File: config.mk
export PLATFORM = sky130hd
export DESIGN_NAME = instr_encoder_loader_flat
export DESIGN_NICKNAME = d
export VERILOG_FILES = /design/src/rtl/instr_encoder_loader_if.sv /design/src/rtl/instr_encoder_loader.sv /design/src/flat_wrapper.sv
export SDC_FILE = /design/constraint.sdc
export NUM_CORES = 1
export LEC_CHECK = 0
export BUFFER_PORTS_ARGS = -buffer_cell sky130_fd_sc_hd__buf_2
export CELL_PAD_IN_SITES_DETAIL_PLACEMENT = 2
export CELL_PAD_IN_SITES_GLOBAL_PLACEMENT = 2
export CORE_MARGIN = 5
export CORE_UTILIZATION = 28
export CTS_BUF_LIST = sky130_fd_sc_hd__clkbuf_4
export DETAILED_ROUTE_END_ITERATION = 8
export PLACE_DENSITY = 0.86
export SLEW_MARGIN = 5
export SYNTH_ARGS = -nofsm -noshare
export SYNTH_HDL_FRONTEND = slang
export SYNTH_SLANG_ARGS = --single-unit
File: constraint.sdc
create_clock -name i_clk -period 3.05 [get_ports i_clk]
set_input_delay 0.305 -clock i_clk [delete_from_list [all_inputs] [get_ports i_clk]]
set_output_delay 0.305 -clock i_clk [all_outputs]
set_load 0.02 [all_outputs]
File: src/rtl/instr_encoder_loader_if.sv
// Program-source and instruction-memory signals of the instruction encoder/loader.
// The loader sits on the slave modport; the program source and memory model sit on the master.
interface instr_encoder_loader_if #(
   parameter int AW = 8,
   parameter int CW = 8
);
   logic          start;
   logic [AW-1:0] base_addr;
   logic [CW-1:0] count;
   logic          in_valid;
   logic          in_ready;
   logic [6:0]    opcode;
   logic [4:0]    dr;
   logic [4:0]    sa;
   logic [4:0]    sb;
   logic [14:0]   imm;
   logic          use_imm;
   logic          mem_we;
   logic [AW-1:0] mem_addr;
   logic [31:0]   mem_wdata;
   logic          mem_ready;
   logic          busy;
   logic          done;

   modport master (
      output start, base_addr, count, in_valid, opcode, dr, sa, sb, imm, use_imm, mem_ready,
      input  in_ready, mem_we, mem_addr, mem_wdata, busy, done
   );

   modport slave (
      input  start, base_addr, count, in_valid, opcode, dr, sa, sb, imm, use_imm, mem_ready,
      output in_ready, mem_we, mem_addr, mem_wdata, busy, done
   );
endinterface

File: src/rtl/instr_encoder_loader.sv
// Packs field tuples into 32-bit IR words and writes them to consecutive
// instruction-memory addresses, one outstanding word at a time.
module instr_encoder_loader #(
   parameter int AW = 8,
   parameter int CW = 8
) (
   input logic                   i_clk,
   input logic                   i_rst,
   instr_encoder_loader_if.slave bus
);
   typedef enum logic [1:0] {S_IDLE, S_LOAD, S_WRITE, S_DONE} state_t;

   state_t        r_state;
   state_t        w_next;
   logic [AW-1:0] r_addr;
   logic [CW-1:0] r_remaining;
   logic [31:0]   r_wdata;
   logic [31:0]   w_packed;
   logic          w_start_ok;
   logic          w_accept;
   logic          w_wr_fire;

   // Immediate format overlays the sb slot and the 10 zero bits below it.
   assign w_packed   = bus.use_imm ? {bus.opcode, bus.dr, bus.sa, bus.imm}
                                   : {bus.opcode, bus.dr, bus.sa, bus.sb, 10'b0};
   assign w_start_ok = (r_state == S_IDLE)  && bus.start;
   assign w_accept   = (r_state == S_LOAD)  && bus.in_valid;
   assign w_wr_fire  = (r_state == S_WRITE) && bus.mem_ready;

   always_ff @(posedge i_clk) begin
      if (i_rst) r_state <= S_IDLE;
      else       r_state <= w_next;
   end

   always_comb begin
      w_next = r_state;
      case (r_state)
         S_IDLE:  if (bus.start) w_next = (bus.count != '0) ? S_LOAD : S_DONE;
         S_LOAD:  if (bus.in_valid) w_next = S_WRITE;
         S_WRITE: if (bus.mem_ready) w_next = (r_remaining == CW'(1)) ? S_DONE : S_LOAD;
         S_DONE:  w_next = S_IDLE;
         default: w_next = S_IDLE;
      endcase
   end

   always_comb begin
      bus.in_ready  = (r_state == S_LOAD);
      bus.mem_we    = (r_state == S_WRITE);
      bus.busy      = (r_state != S_IDLE);
      bus.done      = (r_state == S_DONE);
      bus.mem_addr  = r_addr;
      bus.mem_wdata = r_wdata;
   end

   // Address wraps naturally at 2^AW.
   always_ff @(posedge i_clk) begin
      if (i_rst) begin
         r_addr      <= '0;
         r_remaining <= '0;
         r_wdata     <= '0;
      end else begin
         if (w_start_ok && (bus.count != '0)) begin
            r_addr      <= bus.base_addr;
            r_remaining <= bus.count;
         end
         if (w_accept) r_wdata <= w_packed;
         if (w_wr_fire) begin
            r_addr      <= r_addr + AW'(1);
            r_remaining <= r_remaining - CW'(1);
         end
      end
   end
endmodule

File: src/flat_wrapper.sv
// flat-port wrapper written by rule: the top's interface ports become plain ports
module instr_encoder_loader_flat 
#(
   parameter int AW = 8,
   parameter int CW = 8
)
  (i_clk, i_rst, bus_start, bus_base_addr, bus_count, bus_in_valid, bus_opcode, bus_dr, bus_sa, bus_sb, bus_imm, bus_use_imm, bus_mem_ready, bus_in_ready, bus_mem_we, bus_mem_addr, bus_mem_wdata, bus_busy, bus_done);
  instr_encoder_loader_if #(.AW(AW), .CW(CW)) bus_i ();
  input logic i_clk;
  input logic i_rst;
  input wire logic [$bits(bus_i.start)-1:0] bus_start;
  input wire logic [$bits(bus_i.base_addr)-1:0] bus_base_addr;
  input wire logic [$bits(bus_i.count)-1:0] bus_count;
  input wire logic [$bits(bus_i.in_valid)-1:0] bus_in_valid;
  input wire logic [$bits(bus_i.opcode)-1:0] bus_opcode;
  input wire logic [$bits(bus_i.dr)-1:0] bus_dr;
  input wire logic [$bits(bus_i.sa)-1:0] bus_sa;
  input wire logic [$bits(bus_i.sb)-1:0] bus_sb;
  input wire logic [$bits(bus_i.imm)-1:0] bus_imm;
  input wire logic [$bits(bus_i.use_imm)-1:0] bus_use_imm;
  input wire logic [$bits(bus_i.mem_ready)-1:0] bus_mem_ready;
  output wire logic [$bits(bus_i.in_ready)-1:0] bus_in_ready;
  output wire logic [$bits(bus_i.mem_we)-1:0] bus_mem_we;
  output wire logic [$bits(bus_i.mem_addr)-1:0] bus_mem_addr;
  output wire logic [$bits(bus_i.mem_wdata)-1:0] bus_mem_wdata;
  output wire logic [$bits(bus_i.busy)-1:0] bus_busy;
  output wire logic [$bits(bus_i.done)-1:0] bus_done;
  assign bus_i.start = bus_start;
  assign bus_i.base_addr = bus_base_addr;
  assign bus_i.count = bus_count;
  assign bus_i.in_valid = bus_in_valid;
  assign bus_i.opcode = bus_opcode;
  assign bus_i.dr = bus_dr;
  assign bus_i.sa = bus_sa;
  assign bus_i.sb = bus_sb;
  assign bus_i.imm = bus_imm;
  assign bus_i.use_imm = bus_use_imm;
  assign bus_i.mem_ready = bus_mem_ready;
  assign bus_in_ready = bus_i.in_ready;
  assign bus_mem_we = bus_i.mem_we;
  assign bus_mem_addr = bus_i.mem_addr;
  assign bus_mem_wdata = bus_i.mem_wdata;
  assign bus_busy = bus_i.busy;
  assign bus_done = bus_i.done;
  instr_encoder_loader #(.AW(AW), .CW(CW)) u_core (.i_clk(i_clk), .i_rst(i_rst), .bus(bus_i));
endmodule
## Yosys cells after proc, flatten, opt, wreduce, memory -nomap -nowiden

Cells that the tools add are included.

| word-level totals | value |
|---|---|
| register bits | 50 |
| input port bits | 59 |
| output and inout bits | 44 |
| logic and storage cells | 33 |

| operators by class | value |
|---|---|
| $add $sub $neg | 2 |
| equality and inequality tests | 7 |
| muxes and demuxes | 11 |
| reduce and logical (&&, ||, !) cells | 9 |

Operators by type and width:

| operator | number |
|---|---|
| $mux 8 | 4 |
| $mux 15 | 1 |
| $mux 2 | 5 |
| $add 8x1->8 const B | 1 |
| $eq 8x1->1 const B | 1 |
| $pmux 2 s4 | 1 |
| $reduce_bool 8->1 | 1 |
| $sub 8x1->8 const B | 1 |
| $ne 2x2->1 const B | 3 |
| $eq 2x2->1 const B | 2 |
| $logic_and 1x1->1 | 4 |
| $reduce_bool 2->1 | 2 |
| $reduce_and 3->1 | 1 |
| $eq 2x1->1 const B | 1 |
| $logic_not 2->1 | 1 |

## Depth between registers and ports, before layout

Gate-level depths: netlist (run 1).

| logic depth | value |
|---|---|
| word-level depth | 5 |
| mapped depth | 7 |
| gate-level depth less buffers | 5 |

## Worst setup path after synthesis (run 1)

OpenSTA, ideal clock, no wires.

| timing | value |
|---|---|
| kind | register -> register |
| start point | reg u_core.r_state[0] |
| end point | reg u_core.r_wdata[2] (netlist: u_core.bus.mem_wdata[2]) |
| library setup time | 0.070 ns |
| data arrival time | 1.505 ns |
| data required time | 2.980 ns |
| setup slack | 1.474 ns |
| stages on the path, launching flop included | 8 |
| path buffers | 3 |
| clock period less this slack | 1.576 ns |
| path through | dfxtp_1 > clkbuf_1 > and2b_1 > and2_1 > buf_2 > buf_4 > nand3_1 > a21oi_1 |

| on the way | value |
|---|---|
| longest elaborated chain between the ends | 2 |

Ends and longest elaborated chain:

| item | RTL line | RTL |
|---|---|---|
| start, declared | instr_encoder_loader.sv:13 | `state_t r_state;` |
| start signal, assigned | instr_encoder_loader.sv:32 | `else r_state <= w_next;` |
| $eq 2x1->1 | n/a |  |
| named net bus_in_ready | flat_wrapper.sv:22 | `output wire logic [$bits(bus_i.in_ready)-1:0] bus_in_ready;` |
| $logic_and 1x1->1 | instr_encoder_loader.sv:27 | `assign w_accept = (r_state == S_LOAD) && bus.in_valid;` |
| end signal, assigned | instr_encoder_loader.sv:66 | `if (w_accept) r_wdata <= w_packed;` |
| end, declared | instr_encoder_loader.sv:17 | `logic [31:0] r_wdata;` |

The timed path passes the listed nets, and every way through them passes these cells.
A chain may end at the register's enable or synchronous reset.

## Final worst setup path (run 1)

| timing | value |
|---|---|
| start point | reg u_core.r_state[0] |
| end point | reg u_core.r_wdata[13] (netlist: u_core.bus.mem_wdata[13]) |

| on the way | value |
|---|---|
| longest elaborated chain between the ends | 2 |

Ends and longest elaborated chain:

| item | RTL line |
|---|---|
| $eq 2x1->1 | instr_encoder_loader.sv:27 |
| $logic_and 1x1->1 | instr_encoder_loader.sv:27 |

No other way between the ends.

==> results of run 1 <==
==> cells by family after synthesis <==
kind of cell,Yosys count,synth area share
AND/OR/NAND/NOR,114,0.246
AO/OA/AOI/OAI,73,0.209
flip-flops,50,0.450
buffers and inverters,22,0.0467
multiplexers,7,0.0315
adder cells (fa/ha/maj),3,0.0169
==> power by group through the flow <==
stage	clock network [uW]	logic (uW)	registers [uW]
global route	360	355	755
finish	316	318	746
CTS	339	326	746
floorplan	0	183	780
global placement	0	315	756
detailed placement	0	325	760
==> routing by layer <==
| metal | track usage | share of wire | up-vias |
|---|---|---|---|
| met5 | 0 | 0.00093 | - |
| met4 | 0.0389 | 0.013 | 2 |
| met3 | 0.0414 | 0.062 | 8 |
| met2 | 0.283 | 0.51 | 63 |
| met1 | 0.178 | 0.42 | 1093 |
| li1 | - | - | 1128 |
==> cells in the mapped netlist, drive strengths merged <==
cell type	instances
nand2	53
dfxtp	50
a21oi	41
nor2	17
nand3	16
clkbuf	11
a31oi	9
buf	9
mux2i	7
a211oi	6
o21ai	5
and2	4
or4	4
and3	3
ha	3
nand4	3
nor3	3
o311ai	3
a2bb2oi	2
inv	2
nand2b	2
nor4	2
o221a	2
a2111oi	1
a221oi	1
a31o	1
and2b	1
and3b	1
nand3b	1
nor2b	1
nor3b	1
o21a	1
o2bb2a	1
or2	1
or3	1
==> registers in the layout, summed over array words and instances, names as in the netlist <==
register	cells
u_core.bus.mem_addr	8
u_core.bus.mem_wdata	32
u_core.r_remaining	8
u_core.r_state	2
==> worst min-delay path: stages <==
cell	delay, ns
buf_2	0.10
nand2_1	0.04
a21oi_1	0.05
==> stage by stage <==
stage                     area (sq um)  setup slack, ns  utilization  power (uW)
after CTS                         2830            0.968        0.367        1410
after detailed placement          2770            0.911        0.359        1080
after global placement            2770             1.02        0.359        1070
after global routing              2830            0.775        0.367        1470
final                             2830             1.03        0.367        1380
after floorplan                   2220             1.47            -         962
==> cell type report <==
class / instances / area (sq um)
clock buffers: 5 / 37.5
clock inverters: 3 / 21.3
fillers: 936 / 4890
inverters: 2 / 7.51
multi-input cells: 197 / 1120
flip-flops and latches: 50 / 1000
well taps: 102 / 128
repair buffers: 103 / 518
==> final timing paths <==
check | endpoint | start | cells past startpoint
worst max-delay path | u_core.bus.mem_wdata[13]$_SDFFE_PP0P_ | u_core.r_state[0]$_SDFFE_PP0P_ | 5
worst max register to register | u_core.bus.mem_wdata[13]$_SDFFE_PP0P_ | u_core.r_state[0]$_SDFFE_PP0P_ | 5
worst min register to register | u_core.bus.mem_wdata[1]$_SDFFE_PP0P_ | u_core.bus.mem_wdata[1]$_SDFFE_PP0P_ | 2
worst min-delay path | u_core.bus.mem_wdata[22]$_SDFFE_PP0P_ | bus_dr[2] | 3
==> flow_summary.toml, run 1 <==
[status]
outcome = "finished clean"

[placed_design]
hpwl_microns = 5700
portBuffers = 102
routabilityCongestion = 0.756
placed_cells = 454

[global_route]
grt_usage = 0.155
grt_max_degree = 51
grt_pass1_vias = 2529
antenna_found_initial = 1
grt_first_pass_wirelength_microns = 12500
grt-ovfl-total = 0

[logic_synthesis]
yosys_warnings = 0
synth_area_sq_um = 2220
ys_seq_area_frac = 0.450
synth_nets = 331
avgSynthCellArea_sq_um = 8.27
ys_types = 43
ys_seq_elements = 50
synthCells = 269
synth.area.top_cells = "dfxtp_1 45%, a21oi_1 9.2%, nand2_1 8.8%, nand3_1 3.6%, mux2i_1 3.1%"
synth_largest_area_cell = "dfxtp_1"
netlist.area_leader.share = 0.450

[floorplanning]
num_io_pins = 103
core_sq_um = 7730
die_w_microns = 99.1
fp.dieArea_sq_um = 9830
initial_core_util = 0.288
die_h_microns = 99.1
row_count = 32

[setup_path]
endpoint_kind = "flip-flop"
start_kind = "flip-flop"
worst-setup-path-type = "flip-flop to flip-flop"
critPathRequiredTime_ns = 3.34
worstPathCellList = "and2b_1, and2_1, buf_4, nor2_1, a211oi_1"
path_max_fanout = 19
r2r_slack_ns = 1.03
crit_family = "simple AND/OR/NAND/NOR gates"
cp.arrival_ns = 2.31
slowest_delay_ns = 0.57
crit_buf_inv = 1
slowest_stage = "and2_1"

[routing]
viasPerCell = 4.97
drt_iter0_markers = 36
route.detailed.drc = 0
antenna_left = 0
detailroute.via_count = 2294
drt-total-wl_microns = 7520
wl_per_cell_microns = 16.3
drtPass1Iterations = 4

[timing]
finClkSkew_ns = 0.0147
fin_crit_ns = 2.02
max_freq_ghz = 0.494
worst_pin_slew_ns = 1.01
setup_viol = 0
rsz0062_at_grt = "no"
slew_headroom = 0.328
setup_tns_ns = 0
hold_slack_ns = 0.145
hold_violations = 0
finalCritPeriodShare = 0.664
slew_viol_final = 0

[clock_network]
clk_pin_slew_ns = 0.16
clock_sinks = 50
cts_resized = 0
clk_path_buf_depth = 2
hold_buffers = 0
clkLatencyLatePin_ns = 0.37
cts_buffers = 5
cts-root-buf = "clkbuf_4"
htree_levels = 2
cts_setup_buffers = 0
cts_tree = "built"

[power_and_ir_drop]
p_int_uw = 913
ir_drop_v = 0.000144
seqPwrFrac = 0.541
power_density_nw_per_um2 = 487
p_switching_uw = 467
clkPwrFrac = 0.229
power.share.combinational = 0.231
power.share.switching = 0.338
leakagePower_uw = 0.00125

[layout]
area_delta_synth_final_pct = 27.3
final_cells = 462
final_common_cell = "buf_2"
final_nets = 421
final_cell_mix = "102 x buf_2, 52 x nand2_1, 50 x dfxtp_1"
drive_gt1_frac = 0.342
antenna_cells = 0

[flow_run]
cap_violations = 0

[worst_hold_path]
hold_class = "primary input to flip-flop"
No activity file was read; power rests on OpenSTA's default activity.
==> run 2, diff against run 1 <==
CORE_UTILIZATION = 23   (was 28)
PLACE_DENSITY = 0.75   (was 0.86)
clock period = 1.7 ns   (was 3.05 ns; I/O delays follow)
==> flow_summary.toml, run 2 (same netlist as run 1, synthesis figures left out) <==
[routing]
route.detailed.drc = 0
drt-total-wl_microns = 7770
drt-met1-wl_microns = 3380
met3_length_microns = 388
top_signal_layer_used = "met4"
viasPerCell = 4.72
antenna_left = 0
detailroute.via_count = 2374
wl_per_cell_microns = 15.4
drtPass1Iterations = 4
wl_met2_microns = 3940
drt_iter0_markers = 23

[power_and_ir_drop]
seqPwrFrac = 0.492
ir_drop_v = 0.000280
clkPwrFrac = 0.270
p_switching_uw = 832
power.share.combinational = 0.238
p_int_uw = 1870
power_density_nw_per_um2 = 890
leakagePower_uw = 0.00134
power.share.switching = 0.308

[placed_design]
routabilityCongestion = 0.714
hpwl_microns = 5990
portBuffers = 102

[floorplanning]
fp.dieArea_sq_um = 11700
die_w_microns = 108
row_count = 35
num_io_pins = 103
core_sq_um = 9330
die_h_microns = 108
initial_core_util = 0.238

[timing]
max_freq_ghz = 0.637
setup_tns_ns = 0
finalCritPeriodShare = 0.924
slew_headroom = 0.542
setup_viol = 0
fin_crit_ns = 1.57
worst_pin_slew_ns = 0.687
slew_viol_final = 0
rsz0062_at_grt = "no"
finClkSkew_ns = 0.00514
hold_violations = 0

[layout]
drive_gt1_frac = 0.367
largest_register_ffs = 32
final_common_cell = "buf_2"
final_cell_mix = "102 x buf_2, 52 x nand2_1, 50 x dfxtp_1"
area_delta_synth_final_pct = 36.5
final_nets = 434
final_util = 0.326

[global_route]
antenna_found_initial = 1
grt-ovfl-total = 0
grt_max_degree = 35
grt_usage = 0.133
grt_first_pass_wirelength_microns = 12400
grt_pass1_vias = 2528

[clock_network]
clk_pin_slew_ns = 0.15
clk_path_buf_depth = 2
clkLatencyLatePin_ns = 0.36
clock_sinks = 50
cts-root-buf = "clkbuf_4"
cts_buffers = 5
htree_levels = 2
cts_tree = "built"

[setup_path]
start_kind = "flip-flop"
path_max_fanout = 7
critPathRequiredTime_ns = 1.99
endpoint_kind = "flip-flop"
cp.arrival_ns = 1.86
worst-setup-path-type = "flip-flop to flip-flop"

[worst_hold_path]
hold_class = "primary input to flip-flop"

[status]
outcome = "finished clean"

[flow_run]
cap_violations = 0
[run 2: per-stage QoR]
stage	total power (uW)	setup WS [ns]	hold WS, ns	cells	area (sq um)
2_1_floorplan	1730	0.124	0.306	269	2220
3_3_place_gp	1990	0.0623	0.411	493	2940
3_5_place_dp	2010	0.0267	0.424	493	2940
4_1_cts	2760	0.0390	0.00815	501	3020
5_1_grt	2870	0.0141	0.0000826	503	3040
6_report	2700	0.129	0.0356	503	3040
[run 2: worst paths after layout]
path	from	to	slack, ns	depth (start not counted)
setup / recovery	u_core.r_remaining[3]$_SDFFE_PP0P_	u_core.r_remaining[6]$_SDFFE_PP0P_	0.13	3
hold / removal	bus_opcode[4]	u_core.bus.mem_wdata[29]$_SDFFE_PP0P_	0.04	3
setup reg to reg	u_core.r_remaining[3]$_SDFFE_PP0P_	u_core.r_remaining[6]$_SDFFE_PP0P_	0.13	3
hold reg to reg	u_core.bus.mem_wdata[2]$_SDFFE_PP0P_	u_core.bus.mem_wdata[2]$_SDFFE_PP0P_	0.46	2
[run 2: layout make-up]
type	count	area [sq um]
Antenna cell	1	2.50
Clock buffer	7	52.6
Clock inverter	1	30.0
Fill cell	1102	6290
Inverter	2	7.51
Multi-Input combinational cell	197	1120
Sequential cell	50	1000
Tap cell	129	161
Timing Repair Buffer	116	659
[run 2: power groups by stage]
stage | combinational, uW | clock [uW] | sequential (uW)
floorplan | 328 | 0 | 1400
global placement | 638 | 0 | 1350
detailed placement | 655 | 0 | 1360
CTS | 656 | 774 | 1330
global route | 714 | 815 | 1340
finish | 643 | 731 | 1330
[run 2: per-layer routing]
| layer | vias to the layer above | global-route usage |
|---|---|---|
| met1 | 1148 | 0.160 |
| met3 | 4 | 0.0275 |
| met2 | 62 | 0.240 |
| li1 | 1160 | - |
| met4 | 0 | 0.0325 |
| met5 | - | 0 |
[run 2: repair_timing]
action	4_1_cts	5_1_grt
endpoints found under the setup margin	0	12
endpoints found under the hold margin	0	1
hold buffers	0	1
resized for setup	0	3
setup buffers	0	0
[run 2: worst max-delay path: stages, from the launching register on]
cell	delay, ns
dfxtp_1	0.40
or3_1	0.44
or4_1	0.49
a31oi_1	0.18
==> run 3, diff against run 2 <==
CORE_UTILIZATION = 28   (was 23)
PLACE_DENSITY = 0.86   (was 0.75)
clock period = 1.9 ns   (was 1.7 ns; I/O delays follow)
==> flow_summary.toml, run 3 (same netlist as run 1, synthesis figures left out) <==
[routing]
detailroute.via_count = 2321
antenna_left = 0
route.detailed.drc = 0
drt_iter0_markers = 47
drt-total-wl_microns = 7760
wl_per_cell_microns = 16.4
drtPass1Iterations = 4
viasPerCell = 4.91

[timing]
finalCritPeriodShare = 0.871
slew_headroom = 0.533
worst_pin_slew_ns = 0.700
max_freq_ghz = 0.604
rsz0062_at_grt = "no"
hold_violations = 0
finClkSkew_ns = 0.00482
setup_tns_ns = 0
fin_crit_ns = 1.66
setup_viol = 0
slew_viol_final = 0

[placed_design]
portBuffers = 102
placed_area_sq_um = 2860
hpwl_microns = 5980
routabilityCongestion = 0.786

[floorplanning]
die_h_microns = 99.1
row_count = 32
initial_core_util = 0.288
num_io_pins = 103
die_w_microns = 99.1
core_sq_um = 7730
fp.dieArea_sq_um = 9830

[setup_path]
slowest_delay_ns = 0.51
path_max_fanout = 10
worstPathCellList = "and3b_2, nand2_1, or4_1, a31oi_1"
worst-setup-path-type = "flip-flop to flip-flop"
cp.arrival_ns = 1.96
crit_family = "simple AND/OR/NAND/NOR gates"
critPathRequiredTime_ns = 2.20
endpoint_kind = "flip-flop"
rr_startpoint = "u_core.r_state[1]$_SDFFE_PP0P_"
critPathLaunch = "u_core.r_state[1]$_SDFFE_PP0P_"
crit_buf_inv = 0
slowest_stage = "dfxtp_1"
start_kind = "flip-flop"

[worst_hold_path]
hold_class = "primary input to flip-flop"
worstHoldStart = "bus_opcode[0]"

[clock_network]
hold_buffers = 0
clkLatencyLatePin_ns = 0.36
cts_buffers = 5
clk_path_buf_depth = 2
clk_pin_slew_ns = 0.15
cts_tree = "built"
cts_setup_buffers = 0
clock_sinks = 50
htree_levels = 2
cts_resized = 0
cts-root-buf = "clkbuf_4"

[power_and_ir_drop]
ir_drop_v = 0.000220
power_density_nw_per_um2 = 769
leakagePower_uw = 0.00131
finalPower_uw = 2250

[layout]
fill_cells = 913
area_delta_synth_final_pct = 31.2
largest_register_ffs = 32
final_nets = 431
design_area_sq_um = 2920
final_cell_mix = "102 x buf_2, 52 x nand2_1, 50 x dfxtp_1"
final_common_cell = "buf_2"
drive_gt1_frac = 0.359

[global_route]
grt_first_pass_wirelength_microns = 12800
grt_max_degree = 32
grt_usage = 0.159
grt-ovfl-total = 0
antenna_found_initial = 1
grt_pass1_vias = 2620

[status]
outcome = "finished clean"

[flow_run]
cap_violations = 0
run 3: changes by cell type in the layout (fill, tap and decap cells not counted):
cell | previous run | this run
buf_6 | 1 | 0
clkinv_2 | 0 | 1
clkinv_1 | 0 | 1
clkbuf_4 | 7 | 6
and2_2 | 1 | 0
buf_4 | 9 | 10
dlygate4sd3_1 | 1 | 0
and2_1 | 3 | 4
buf_12 | 3 | 1
bufinv_16 | 1 | 0
run 3: through the flow:
| stage | util | worst slack [ns] | hold WS [ns] | cells |
|---|---|---|---|---|
| 4_1_cts | 0.377 | 0.0897 | 0.0253 | 472 |
| 5_1_grt | 0.378 | 0.116 | 0.0264 | 473 |
| 6_report | 0.378 | 0.244 | 0.0478 | 473 |
| 3_5_place_dp | 0.370 | 0.108 | 0.440 | 464 |
| 3_3_place_gp | 0.370 | 0.160 | 0.430 | 464 |
| 2_1_floorplan | - | 0.324 | 0.326 | 269 |
run 3: routing by layer:
layer,part of all wire,track usage
met1,0.42,0.181
met2,0.49,0.284
met3,0.068,0.0428
met4,0.017,0.0567
met5,0,0
run 3: final cells by class:
class                           count  area (sq um)  share of cell area
Clock inverter                      2          8.76             0.00300
Multi-Input combinational cell    197          1120               0.384
Timing Repair Buffer              113           606               0.207
Antenna cell                        1          2.50            0.000857
Tap cell                          102           128              0.0437
Sequential cell                    50          1000               0.343
Inverter                            2          7.51             0.00257
Clock buffer                        6          45.0              0.0154
run 3: final timing paths:
path	depth (start not counted)	endpoint	slack, ns
hold reg to reg	2	u_core.bus.mem_wdata[16]$_SDFFE_PP0P_	0.46
setup / recovery	4	u_core.r_remaining[6]$_SDFFE_PP0P_	0.24
hold / removal	3	u_core.bus.mem_wdata[25]$_SDFFE_PP0P_	0.05
setup reg to reg	4	u_core.r_remaining[6]$_SDFFE_PP0P_	0.24
run 3: power by group:
group,internal (uW),switching [uW],leakage (uW),total [uW]
Clock,155,347,0.0000331,502
Combinational,223,328,0.000865,551
Sequential,1120,70.0,0.000408,1190
run 3: worst reg2reg max path: cells and delay by family, from the launching register on:
family / cells / cell delay [ns]
compound gates: 1 / 0.18
flops: 1 / 0.51
simple gates: 3 / 0.90
